==> src/rtl/fpu_wb_queue.sv <==
// fpu_wb_queue: in-order FPU result buffer draining into the FP register-file write port.
// Optional FPU_WB_BYPASS_EN: an empty queue forwards a retirable beat combinationally.
module fpu_wb_queue #(
  parameter int DEPTH   = 8,
  parameter int FPU_LAT = 3
) (
  input  logic        clk,
  input  logic        rst,
  input  logic        flush,
  input  logic        in_valid,
  input  logic        in_wen,
  input  logic [3:0]  in_wdst,
  input  logic        in_wbank,
  input  logic [31:0] in_wdata,
  input  logic [4:0]  in_flags,
  input  logic        rf_ready,
  output logic        rf_wen,
  output logic [3:0]  rf_wdst,
  output logic        rf_wbank,
  output logic [31:0] rf_wdata,
  output logic [4:0]  flag_set,
  output logic        flag_valid,
  output logic        almost_full,
  output logic [31:0] busy_mask,
  output logic        overflow
);
  localparam int AW = $clog2(DEPTH);
  logic [AW:0] wr_q, wr_d, rd_q, rd_d, cnt, cnt_d;
  logic [AW-1:0] hd, wa, s;
  logic wen_q [DEPTH];
  logic bank_q [DEPTH];
  logic [3:0] dst_q [DEPTH];
  logic [31:0] data_q [DEPTH];
  logic [4:0] flags_q [DEPTH];
  logic empty, full, retire, byp, enq, nw, nb;
  logic [3:0] nd;
  logic almost_full_q, overflow_q;
  logic [31:0] busy_q, busy_d;
  assign hd = rd_q[AW-1:0];
  assign wa = wr_q[AW-1:0];
  assign cnt = wr_q - rd_q;
  assign empty = cnt == '0;
  assign full = cnt[AW];
  assign retire = !empty && !flush && (!wen_q[hd] || rf_ready);
`ifdef FPU_WB_BYPASS_EN
  assign byp = !rst && empty && in_valid && !flush && (!in_wen || rf_ready);
`else
  assign byp = 1'b0;
`endif
  // A retire frees the head slot first, so a full queue still accepts a beat
  assign enq = in_valid && !flush && !byp && (!full || retire);
  assign wr_d = flush ? '0 : wr_q + (AW+1)'(enq);
  assign rd_d = flush ? '0 : rd_q + (AW+1)'(retire);
  assign cnt_d = wr_d - rd_d;
  always_comb begin
    busy_d = '0;
    s = '0;
    nw = 1'b0;
    nb = 1'b0;
    nd = '0;
    for (int i = 0; i < DEPTH; i++) begin
      s = rd_d[AW-1:0] + AW'(i);
      nw = (enq && s == wa) ? in_wen : wen_q[s];
      nb = (enq && s == wa) ? in_wbank : bank_q[s];
      nd = (enq && s == wa) ? in_wdst : dst_q[s];
      if ((AW+1)'(i) < cnt_d && nw) busy_d[{nb, nd}] = 1'b1;
    end
  end
  always_ff @(posedge clk or posedge rst) begin
    if (rst) begin
      wr_q <= '0;
      rd_q <= '0;
      almost_full_q <= 1'b0;
      busy_q <= '0;
      overflow_q <= 1'b0;
    end else begin
      wr_q <= wr_d;
      rd_q <= rd_d;
      almost_full_q <= cnt_d > (AW+1)'(DEPTH - 1 - FPU_LAT);
      busy_q <= busy_d;
      if (in_valid && !flush && full && !retire) overflow_q <= 1'b1;
    end
  end
  always_ff @(posedge clk) begin
    if (enq) begin
      wen_q[wa] <= in_wen;
      bank_q[wa] <= in_wbank;
      dst_q[wa] <= in_wdst;
      data_q[wa] <= in_wdata;
      flags_q[wa] <= in_flags;
    end
  end
  assign rf_wen = retire ? wen_q[hd] : byp && in_wen;
  assign rf_wdst = retire ? dst_q[hd] : byp ? in_wdst : '0;
  assign rf_wbank = retire ? bank_q[hd] : byp && in_wbank;
  assign rf_wdata = retire ? data_q[hd] : byp ? in_wdata : '0;
  assign flag_set = retire ? flags_q[hd] : byp ? in_flags : '0;
  assign flag_valid = retire || byp;
  assign almost_full = almost_full_q;
  assign busy_mask = busy_q;
  assign overflow = overflow_q;
endmodule

==> config.mk <==
export PLATFORM = sky130hd
export DESIGN_NAME = fpu_wb_queue
export DESIGN_NICKNAME = d
export VERILOG_FILES = /design/src/rtl/fpu_wb_queue.sv
export SDC_FILE = /design/constraint.sdc
export NUM_CORES = 1
export LEC_CHECK = 0
export ABC_AREA = 1
export BUFFER_PORTS_ARGS = -buffer_cell sky130_fd_sc_hd__buf_2
export CAP_MARGIN = 20
export CORE_UTILIZATION = 45
export CTS_CLUSTER_SIZE = 28
export DETAILED_ROUTE_END_ITERATION = 8
export PLACE_DENSITY = 0.62
export SLEW_MARGIN = 10
export SYNTH_ARGS = -nofsm -noshare
export SYNTH_HDL_FRONTEND = slang
export SYNTH_SLANG_ARGS = --single-unit
export TNS_END_PERCENT = 20
==> constraint.sdc <==
create_clock -name clk -period 6 [get_ports clk]
set_input_delay 0 -clock clk [delete_from_list [all_inputs] [get_ports clk]]
set_output_delay 0 -clock clk [all_outputs]
set_load 0.02 [all_outputs]
==> results.md, run 1 <==
* Post-synth top area cell: edfxtp_1
* Effective utilization at floorplan at 45.60%
* Number of flops mapped to enable cells by yosys at 344
* Net count, final at 2,723
* GP Congestion at 1.018
* Critical path's slowest cell: dfrtp_1
* CTS max path bufs at 3
* Status: finished, final reports clean
* Clock Latency Late Sink at 0.59 ns
* Switching power at 5.045 mW
* Mapped Cells at 2,537
* Unrepaired setup endpoints after global routing: no
* Area growth syn-to-layout at 14.21%
* DR DRC count at 0
* PwrDens at 450.4 mW/mm2
* Row count at 79
* Flop pwr share at 28.8%
* Worst-path clk slew at 0.06 ns
* Yosys top cell area share at 48.66%
* Total number of vias at 18,280
* Tmin final at 5.245 ns
* Comb power frac at 48.0%
* Worst-path maximum fanout at 12
* Max Freq at 0.1907 GHz
* Slew @ Worst Pin at 1.029 ns
* First-pass GRT wire length at 101.5 mm
* Pre-antenna DRT Iters at 5
* Per-cell routed wire length at 20.25 um
* Final non-filler cell total at 3,302
* Final worst slack at 0.7552 ns
* Post-detail-place hpwl at 43.69 mm
* Leak Pwr at 10.78 nW
* TNS Setup at 0 ns
* Synth Register Bits at 386
* Critical path's most frequent cell: nand2_1
* # Post-CTS Setup Buffers at 0
* Vias in the first global route at 17,170
* Crit. End Element: flop
* GR Overflow Total at 0
* Synth unique cells at 44
* Startpoint class of the critical path: flop
* Worst EP arrival at 5.77 ns
* Share of layout cells above drive strength 1 at 12.44%
* DIE AREA at 0.04805 mm2
* Die Width at 219.2 um
* VDD IR-drop max at 0.0003408 V
* Largest net degree at the start of global routing at 107
* Tcrit/Tclk final at 87.41%
* Synthesized Nets at 2,598
* Net Sw Frac at 46.20%
* First DRT Iteration DRCs at 1,784
* Final wirelength at 66.86 mm
* Clock power share at 23.2%
* H-tree Lvls at 2
* Dpl ws at 0.8666 ns
* I/O Buffers at 125
* Initial antenna violation count at 2
* Core box area at 0.04656 mm2
* Placed cell count at 3,176
* Synth top area cells: edfxtp_1 49%, nand2_1 18%, dfrtp_1 5.0%, o21ai_0 3.7%, nor2_1 3.4%
* Mean Syn Cell Area at 8.368 um2
* Slew HR at 31.22%
* Cell area after synthesis at 0.02123 mm2
* Vias per Instance at 5.535
* Internal at 5.876 mW
* Max cap viols at 0
* Async S/R FF share, synth at 10.88%
* Data required, critical path at 6.53 ns
* Top FF cell, synth: edfxtp_1
* Crit Path Class: reg -> reg
* Synth cell count leaders: 1,016 x nand2_1, 344 x edfxtp_1, 195 x nor2_1, 168 x inv_1, 158 x o21ai_0
* Synth Warn # at 0
* Final Hold Fails at 0
* Worst hold-check path type: in -> reg
* Num CTS Buffers at 42
* TritonCTS clock tree: built
* CTS Sinks at 386
* Max-slew violations at 0
* Slowest Stage Delay on Critical Path at 0.69 ns
* Final Setup Violations at 0
* IO Count at 126
* Die Span Y at 219.2 um
* Most numerous cell in the Yosys netlist: nand2_1
* Routed Antenna Nets at 0
* Tot GR Track Use at 28.09%
* Root buffer cell: clkbuf_16
* Max Clock Skew at 0.03301 ns
* Sequential share of the synthesized area at 53.61%
worst max-delay path, delay by kind of cell, from the launching register on:
| kind | cells | cell delay [ns] |
|---|---|---|
| buffers and inverters | 3 | 0.18 |
| xor gates and xnor gates | 1 | 0.24 |
| adders and majority gates | 4 | 1.26 |
| and+or+nand+nor | 17 | 2.82 |
| DFF | 1 | 0.69 |
logic make-up after synthesis:
family          count (synthesis)  synth area share (%)
simple gates                 1396                 27.38
compound gates                426                 12.09
flops                         386                 53.61
buf+inv                       310                 5.853
fa+ha+maj                      13                0.8015
xor+xnor                        4                0.1650
mux                             2                0.1061
area by class of cell:
cell class	count	area, um2
well taps	607	759.5
clock inverters	14	158.9
flip-flops and latches	386	11390
multi-input cells	1841	8666
inverters	184	700.7
repair buffers	207	1391
clock buffers	62	1177
diodes	1	2.502
fillers	4264	22310
power groups by stage:
stage / clock [mW] / sequential, mW / combinational (mW)
after floorplan: 0 / 3.28 / 3.41
after global placement: 0 / 3.20 / 5.09
after detailed placement: 0 / 3.20 / 5.12
after CTS: 2.57 / 3.15 / 5.17
after global routing: 2.68 / 3.16 / 5.75
final: 2.54 / 3.14 / 5.24
registers in the layout, summed over array words and instances (netlist names):
register / cells
almost_full: 1
busy_mask: 32
bank_q: 8
overflow: 1
dst_q: 32
flags_q: 40
data_q: 256
wr_q: 4
rd_q: 4
wen_q: 8
placed cells by master (no fill, tap or decap), drive strengths merged, types with 42 or more instances in the layout:
| cell type | n |
|---|---|
| dlygate4sd3 | 47 |
| clkbuf | 62 |
| o21ai | 178 |
| buf | 160 |
| edfxtp | 344 |
| inv | 185 |
| nor2 | 249 |
| nand4 | 74 |
| nand2 | 1029 |
| a21oi | 129 |
| dfrtp | 42 |
through the flow:
stage,utilization [%],hold slack (ns),area [um2],power [mW]
detailed placement,48.09,0.2703,22390,8.322
CTS,51.95,0.1940,24190,10.88
global placement,48.09,0.2632,22390,8.291
floorplan,-,0.09887,21230,6.690
finish,52.08,0.2241,24250,10.92
global route,52.08,0.2240,24250,11.59
final timing paths:
check	start	to	slack [ns]	cells past startpoint
worst min-delay path	in_wdata[22]	data_q[7][22]	0.22	2
worst max-delay path	wr_q[2]	busy_mask[21]	0.76	25
worst min register to register	overflow	overflow	0.47	1
max in group asynchronous	rst	busy_mask[16]	5.01	5
min in group asynchronous	rst	wr_q[0]	0.47	4
worst max register to register	wr_q[2]	busy_mask[21]	0.76	25
timing repair:
action	CTS	global route
endpoints found under the hold margin	394	10
resized for setup	0	0
hold buffers	46	1
per-layer routing:
metal	up-vias	wire length [um]	global-route usage, %
met3	114	4393	4.186
met4	2	1761	8.426
met1	8741	29480	38.90
li1	8767	-	-
met5	-	17	0
met2	651	31210	45.51
No activity file was read; power rests on OpenSTA's default activity.
==> run 2: changes to the inputs <==
--- a/config.mk
+++ b/config.mk
@@ -11,7 +11,7 @@
 export CORE_UTILIZATION = 45
 export CTS_CLUSTER_SIZE = 28
 export DETAILED_ROUTE_END_ITERATION = 8
-export PLACE_DENSITY = 0.62
+export PLACE_DENSITY = 0.66
 export SLEW_MARGIN = 10
 export SYNTH_ARGS = -nofsm -noshare
 export SYNTH_HDL_FRONTEND = slang
==> constraint.sdc (replaced) <==
create_clock -name clk -period 5.9 [get_ports clk]
set_input_delay 0 -clock clk [delete_from_list [all_inputs] [get_ports clk]]
set_output_delay 0 -clock clk [all_outputs]
set_load 0.02 [all_outputs]
==> results.md, run 2 (synthesis gave the netlist of run 1 again) <==
* Status: finished, final reports clean
* Max Clock Skew at 0.01807 ns
* Cts hold-fix bufs at 46
* Share of layout cells above drive strength 1 at 12.38%
* Effective utilization at floorplan at 45.60%
* Slew @ Worst Pin at 1.003 ns
* Total number of vias at 18,370
* Beginning of the worst hold path: in_flags[2]
* Crit Path Class: reg -> reg
* Reg-to-reg slack, setup at 0.64 ns
* Max cap viols at 0
* Pwr Total at 10.97 mW
* # Post-CTS Setup Buffers at 0
* I/O Buffers at 125
* Net count, final at 2,717
* Regs by FF count: data_q (256), flags_q (40)
* TNS Setup at 0 ns
* Area growth syn-to-layout at 13.80%
* DR DRC count at 0
* Number of diodes at 0
* Data required, critical path at 6.39 ns
* Reg2reg path depth at 23
* Post-detail-place hpwl at 43.78 mm
* Max-slew violations at 0
* Commonest non-fill, non-tap cell in the layout: nand2_1
* Top reg by flops: data_q
* Slew HR at 33.15%
* Worst EP arrival at 5.75 ns
* Max reg flops at 256
* Initial antenna violation count at 0
* Num CTS Buffers at 41
* Clock Latency Late Sink at 0.57 ns
* Leak Pwr at 10.73 nW
* Fill cells at 4,213
* Hold Crit Depth at 2
* Core box area at 0.04656 mm2
* Worst hold-check path type: in -> reg
* Final Setup Violations at 0
* Max Freq at 0.1902 GHz
* Crit. End Element: flop
* Routed Antenna Nets at 0
* RR Endpoint: busy_mask[3]
* Unrepaired setup endpoints after global routing: no
* Per-cell routed wire length at 19.84 um
* First-pass GRT wire length at 100.7 mm
* Tmin final at 5.257 ns
* PwrDens at 454.3 mW/mm2
* GP Congestion at 1.041
* Resize count post-CTS at 0
* IO Count at 126
* H-tree Lvls at 2
* Post-DP Area at 0.02236 mm2
* Die Width at 219.2 um
* Final wirelength at 65.39 mm
* CTS max path bufs at 3
* Die Span Y at 219.2 um
* Largest net degree at the start of global routing at 96
* GR Overflow Total at 0
* TritonCTS clock tree: built
* Row count at 79
* CTS Sinks at 386
* Vias per Instance at 5.575
* Vias in the first global route at 17,330
* Tot GR Track Use at 27.57%
* Pre-antenna DRT Iters at 6
* Root buffer cell: clkbuf_16
* Startpoint class of the critical path: flop
* Tcrit/Tclk final at 89.11%
* Most frequent cells in the layout: 1,016 x nand2_1, 344 x edfxtp_1, 187 x nor2_1
* DIE AREA at 0.04805 mm2
* Worst-path maximum fanout at 86
* Finished layout cell area at 0.02416 mm2
* Hold worst-path end: flags_q[6][2]
* Worst-path clk slew at 0.06 ns
* VDD IR-drop max at 0.0002643 V
* Final Hold Fails at 0
* Reg2reg start: wr_q[2]
* First DRT Iteration DRCs at 1,881
-- run 2: cell count changes in the layout (fill, tap and decap cells not counted), moves of 2 or more --
cell	change
clkinvlp_4	+2
clkbuf_1	-4
clkbuf_8	-2
buf_4	-4
clkinv_2	+5
-- run 2: stage by stage --
step	utilization, %	std cells	worst slack, ns	hold slack (ns)
3_3_place_gp	48.03	3172	0.8206	0.2621
2_1_floorplan	-	2537	0.4910	0.09887
6_report	51.89	3296	0.6426	0.2435
4_1_cts	51.83	3294	0.7574	0.2132
3_5_place_dp	48.03	3172	0.7792	0.2661
5_1_grt	51.89	3296	0.3105	0.2360
-- run 2: power by group --
part / leakage [nW] / internal, mW / switching [mW]
Sequential: 3.68 / 3.14 / 0.0866
Clock: 0.630 / 1.44 / 1.07
Combinational: 6.43 / 1.34 / 3.91
Total: 10.7 / 5.91 / 5.06
-- run 2: how the worst max path moves through the flow --
stage          startpoint             to  depth (start not counted)
3_5_place_dp      wr_q[2]   busy_mask[2]                         25
3_3_place_gp      wr_q[2]   busy_mask[2]                         25
6_report          wr_q[2]   busy_mask[3]                         23
2_1_floorplan     rd_q[1]   busy_mask[5]                         33
4_1_cts           wr_q[2]  busy_mask[10]                         25
5_1_grt           wr_q[2]  busy_mask[13]                         25
-- run 2: critical path: stages, from the launching register on --
cell and delay, ns:
dfrtp_1 0.70, ha_1 0.36, or2_1 0.26, nand2_1 0.07
nand2_1 0.05, nand2_1 0.06, nand2_1 0.09, nand3_4 0.10
inv_1 0.06, ha_1 0.32, nand2_4 0.16, buf_4 0.57
o21ai_0 0.31, nand2_1 0.11, o21ai_0 0.10, o21ai_0 0.73
nand2_1 0.11, nand2_1 0.11, nand2_1 0.09, nor2_1 0.42
nand2_1 0.11, nand2_1 0.08, nor2_1 0.06, nand2_1 0.10
-- run 2: layout make-up --
| cell class | instances | area [um2] | share of cell area (%) |
|---|---|---|---|
| clock buffer | 56 | 1135 | 4.698 |
| tap | 607 | 759.5 | 3.144 |
| inverter | 184 | 700.7 | 2.900 |
| clock inverter | 20 | 173.9 | 0.7199 |
| sequential | 386 | 11390 | 47.15 |
| multi-input combinational | 1841 | 8666 | 35.87 |
| timing repair buffer | 202 | 1334 | 5.521 |
-- run 2: layer usage --
| layer | track usage [%] | vias to the layer above | routed length (um) |
|---|---|---|---|
| li1 | - | 8739 | - |
| met3 | 4.006 | 138 | 4570 |
| met1 | 38.42 | 8770 | 28560 |
| met4 | 9.977 | 0 | 2321 |
| met5 | 0 | - | 0 |
| met2 | 43.69 | 727 | 29940 |
==> run 3: changes to the inputs <==
--- a/config.mk
+++ b/config.mk
@@ -8,6 +8,7 @@
 export ABC_AREA = 1
 export BUFFER_PORTS_ARGS = -buffer_cell sky130_fd_sc_hd__buf_2
 export CAP_MARGIN = 20
+export CORE_MARGIN = 2
 export CORE_UTILIZATION = 45
 export CTS_CLUSTER_SIZE = 28
 export DETAILED_ROUTE_END_ITERATION = 8
==> results.md, run 3 (synthesis gave the netlist of run 1 again) <==
* H-tree Lvls at 2
* TNS Setup at 0 ns
* Max Freq at 0.1818 GHz
* Resize count post-CTS at 0
* Initial antenna violation count at 1
* Worst-path maximum fanout at 41
* Tcrit/Tclk final at 93.24%
* Leak Pwr at 10.80 nW
* Largest net degree at the start of global routing at 85
* Tmin final at 5.501 ns
* Routed Antenna Nets at 0
* Core Util, Final at 52.20%
* CTS max path bufs at 3
* Final wirelength at 66.67 mm
* Commonest non-fill, non-tap cell in the layout: nand2_1
* Worst EP arrival at 6.02 ns
* Top reg by flops: data_q
* Tot GR Track Use at 26.80%
* Row count at 79
* Num CTS Buffers at 42
* Unrepaired setup endpoints after global routing: no
* Net count, final at 2,730
* Die Span Y at 221.2 um
* Data required, critical path at 6.42 ns
* Total number of vias at 18,370
* Pre-antenna DRT Iters at 5
* Die Width at 221.2 um
* DR DRC count at 0
* Final Setup Violations at 0
* Critical path's most frequent cell: nand2_1
* Vias per Instance at 5.562
* Placed cell count at 3,183
* TritonCTS clock tree: built
* GR Overflow Total at 0
* Max-slew violations at 0
* First-pass GRT wire length at 101.7 mm
* VDD IR-drop max at 0.0002755 V
* Regs by FF count: data_q (256), flags_q (40)
* Core box area at 0.04656 mm2
* Worst-path clk slew at 0.06 ns
* Root buffer cell: clkbuf_16
* Crit Path Class: reg -> reg
* PwrDens at 456.0 mW/mm2
* Most frequent cells in the layout: 1,016 x nand2_1, 344 x edfxtp_1, 187 x nor2_1
* I/O Buffers at 125
* Fin Hold WS at 0.2211 ns
* Max reg flops at 256
* # Post-CTS Setup Buffers at 0
* Max Clock Skew at 0.02524 ns
* Effective utilization at floorplan at 45.60%
* Share of layout cells above drive strength 1 at 12.73%
* Crit. End Element: flop
* Slowest Stage Delay on Critical Path at 0.74 ns
* DIE AREA at 0.04893 mm2
* Fill cells at 4,248
* Per-cell routed wire length at 20.18 um
* Final non-filler cell total at 3,303
* CTS Sinks at 386
* Critical path's slowest cell: nor2_2
* Status: finished, final reports clean
* Clock Latency Late Sink at 0.58 ns
* IO Count at 126
* Startpoint class of the critical path: flop
* Max cap viols at 0
* Slew HR at 24.27%
* Final Hold Fails at 0
* Area growth syn-to-layout at 14.48%
* Post-detail-place hpwl at 44.54 mm
* Vias in the first global route at 17,240
* GP Congestion at 1.011
* Slew @ Worst Pin at 1.133 ns
* Worst hold-check path type: in -> reg
* First DRT Iteration DRCs at 1,768
==> run 3: changes by cell type in the layout (fill, tap and decap cells not counted), moves of 3 or more <==
cell and delta:
buf_12 +3, buf_4 +8, clkbuf_1 -6, clkinv_2 -3
==> run 3: report_power, final <==
part           switching [mW]  internal [mW]  leakage (nW)  total, mW
clock                    1.10           1.45         0.630       2.54
sequential             0.0554           3.14          3.68       3.19
combinational            3.98           1.36          6.50       5.35
==> run 3: final timing paths <==
path	from	to	cells after the start	slack, ns
worst max-delay path	wr_q[2]	busy_mask[2]	25	0.40
worst min register to register	overflow	overflow	1	0.48
min in group asynchronous	rst	wr_q[3]	4	0.45
max in group asynchronous	rst	busy_mask[2]	5	4.94
worst min-delay path	in_wdata[11]	data_q[1][11]	2	0.22
worst max register to register	wr_q[2]	busy_mask[2]	25	0.40
==> run 3: per-layer routing <==
metal | global-route usage (%) | share of wire (%)
met1 | 37.64 | 44
met2 | 43.18 | 46
met3 | 3.997 | 6.7
met4 | 7.880 | 2.6
met5 | 0 | 0
==> run 3: cell type report <==
type	instances	area [um2]	area share, %
timing repair buffer	214	1464	6.023
inverter	184	700.7	2.883
clock buffer	48	1074	4.417
sequential	386	11390	46.86
antenna	1	2.502	0.01030
tap	607	759.5	3.125
clock inverter	22	247.7	1.019
multi-input combinational	1841	8666	35.66
==> run 3: what timing repair did <==
item,4_1_cts,5_1_grt
hold buffers,47,1
hold endpoints to repair,393,10
endpoints found under the setup margin,0,0
==> run 3: through the flow <==
stage	setup WS [ns]	power (mW)	cell area, um2
detailed placement	0.6228	8.463	22480
finish	0.3990	11.08	24300
floorplan	0.4910	6.803	21230
global placement	0.7017	8.418	22460
global route	0.1377	11.76	24300
CTS	0.5870	11.05	24270
==> run 3: worst max-delay path, delay by kind of cell, from the launching register on <==
family | cells | cell delay, ns
AOI/OAI and AO/OA | 3 | 0.61
adders and majority gates | 4 | 1.19
buffers and inverters | 4 | 0.59
DFF | 1 | 0.69
and+or+nand+nor | 14 | 2.34
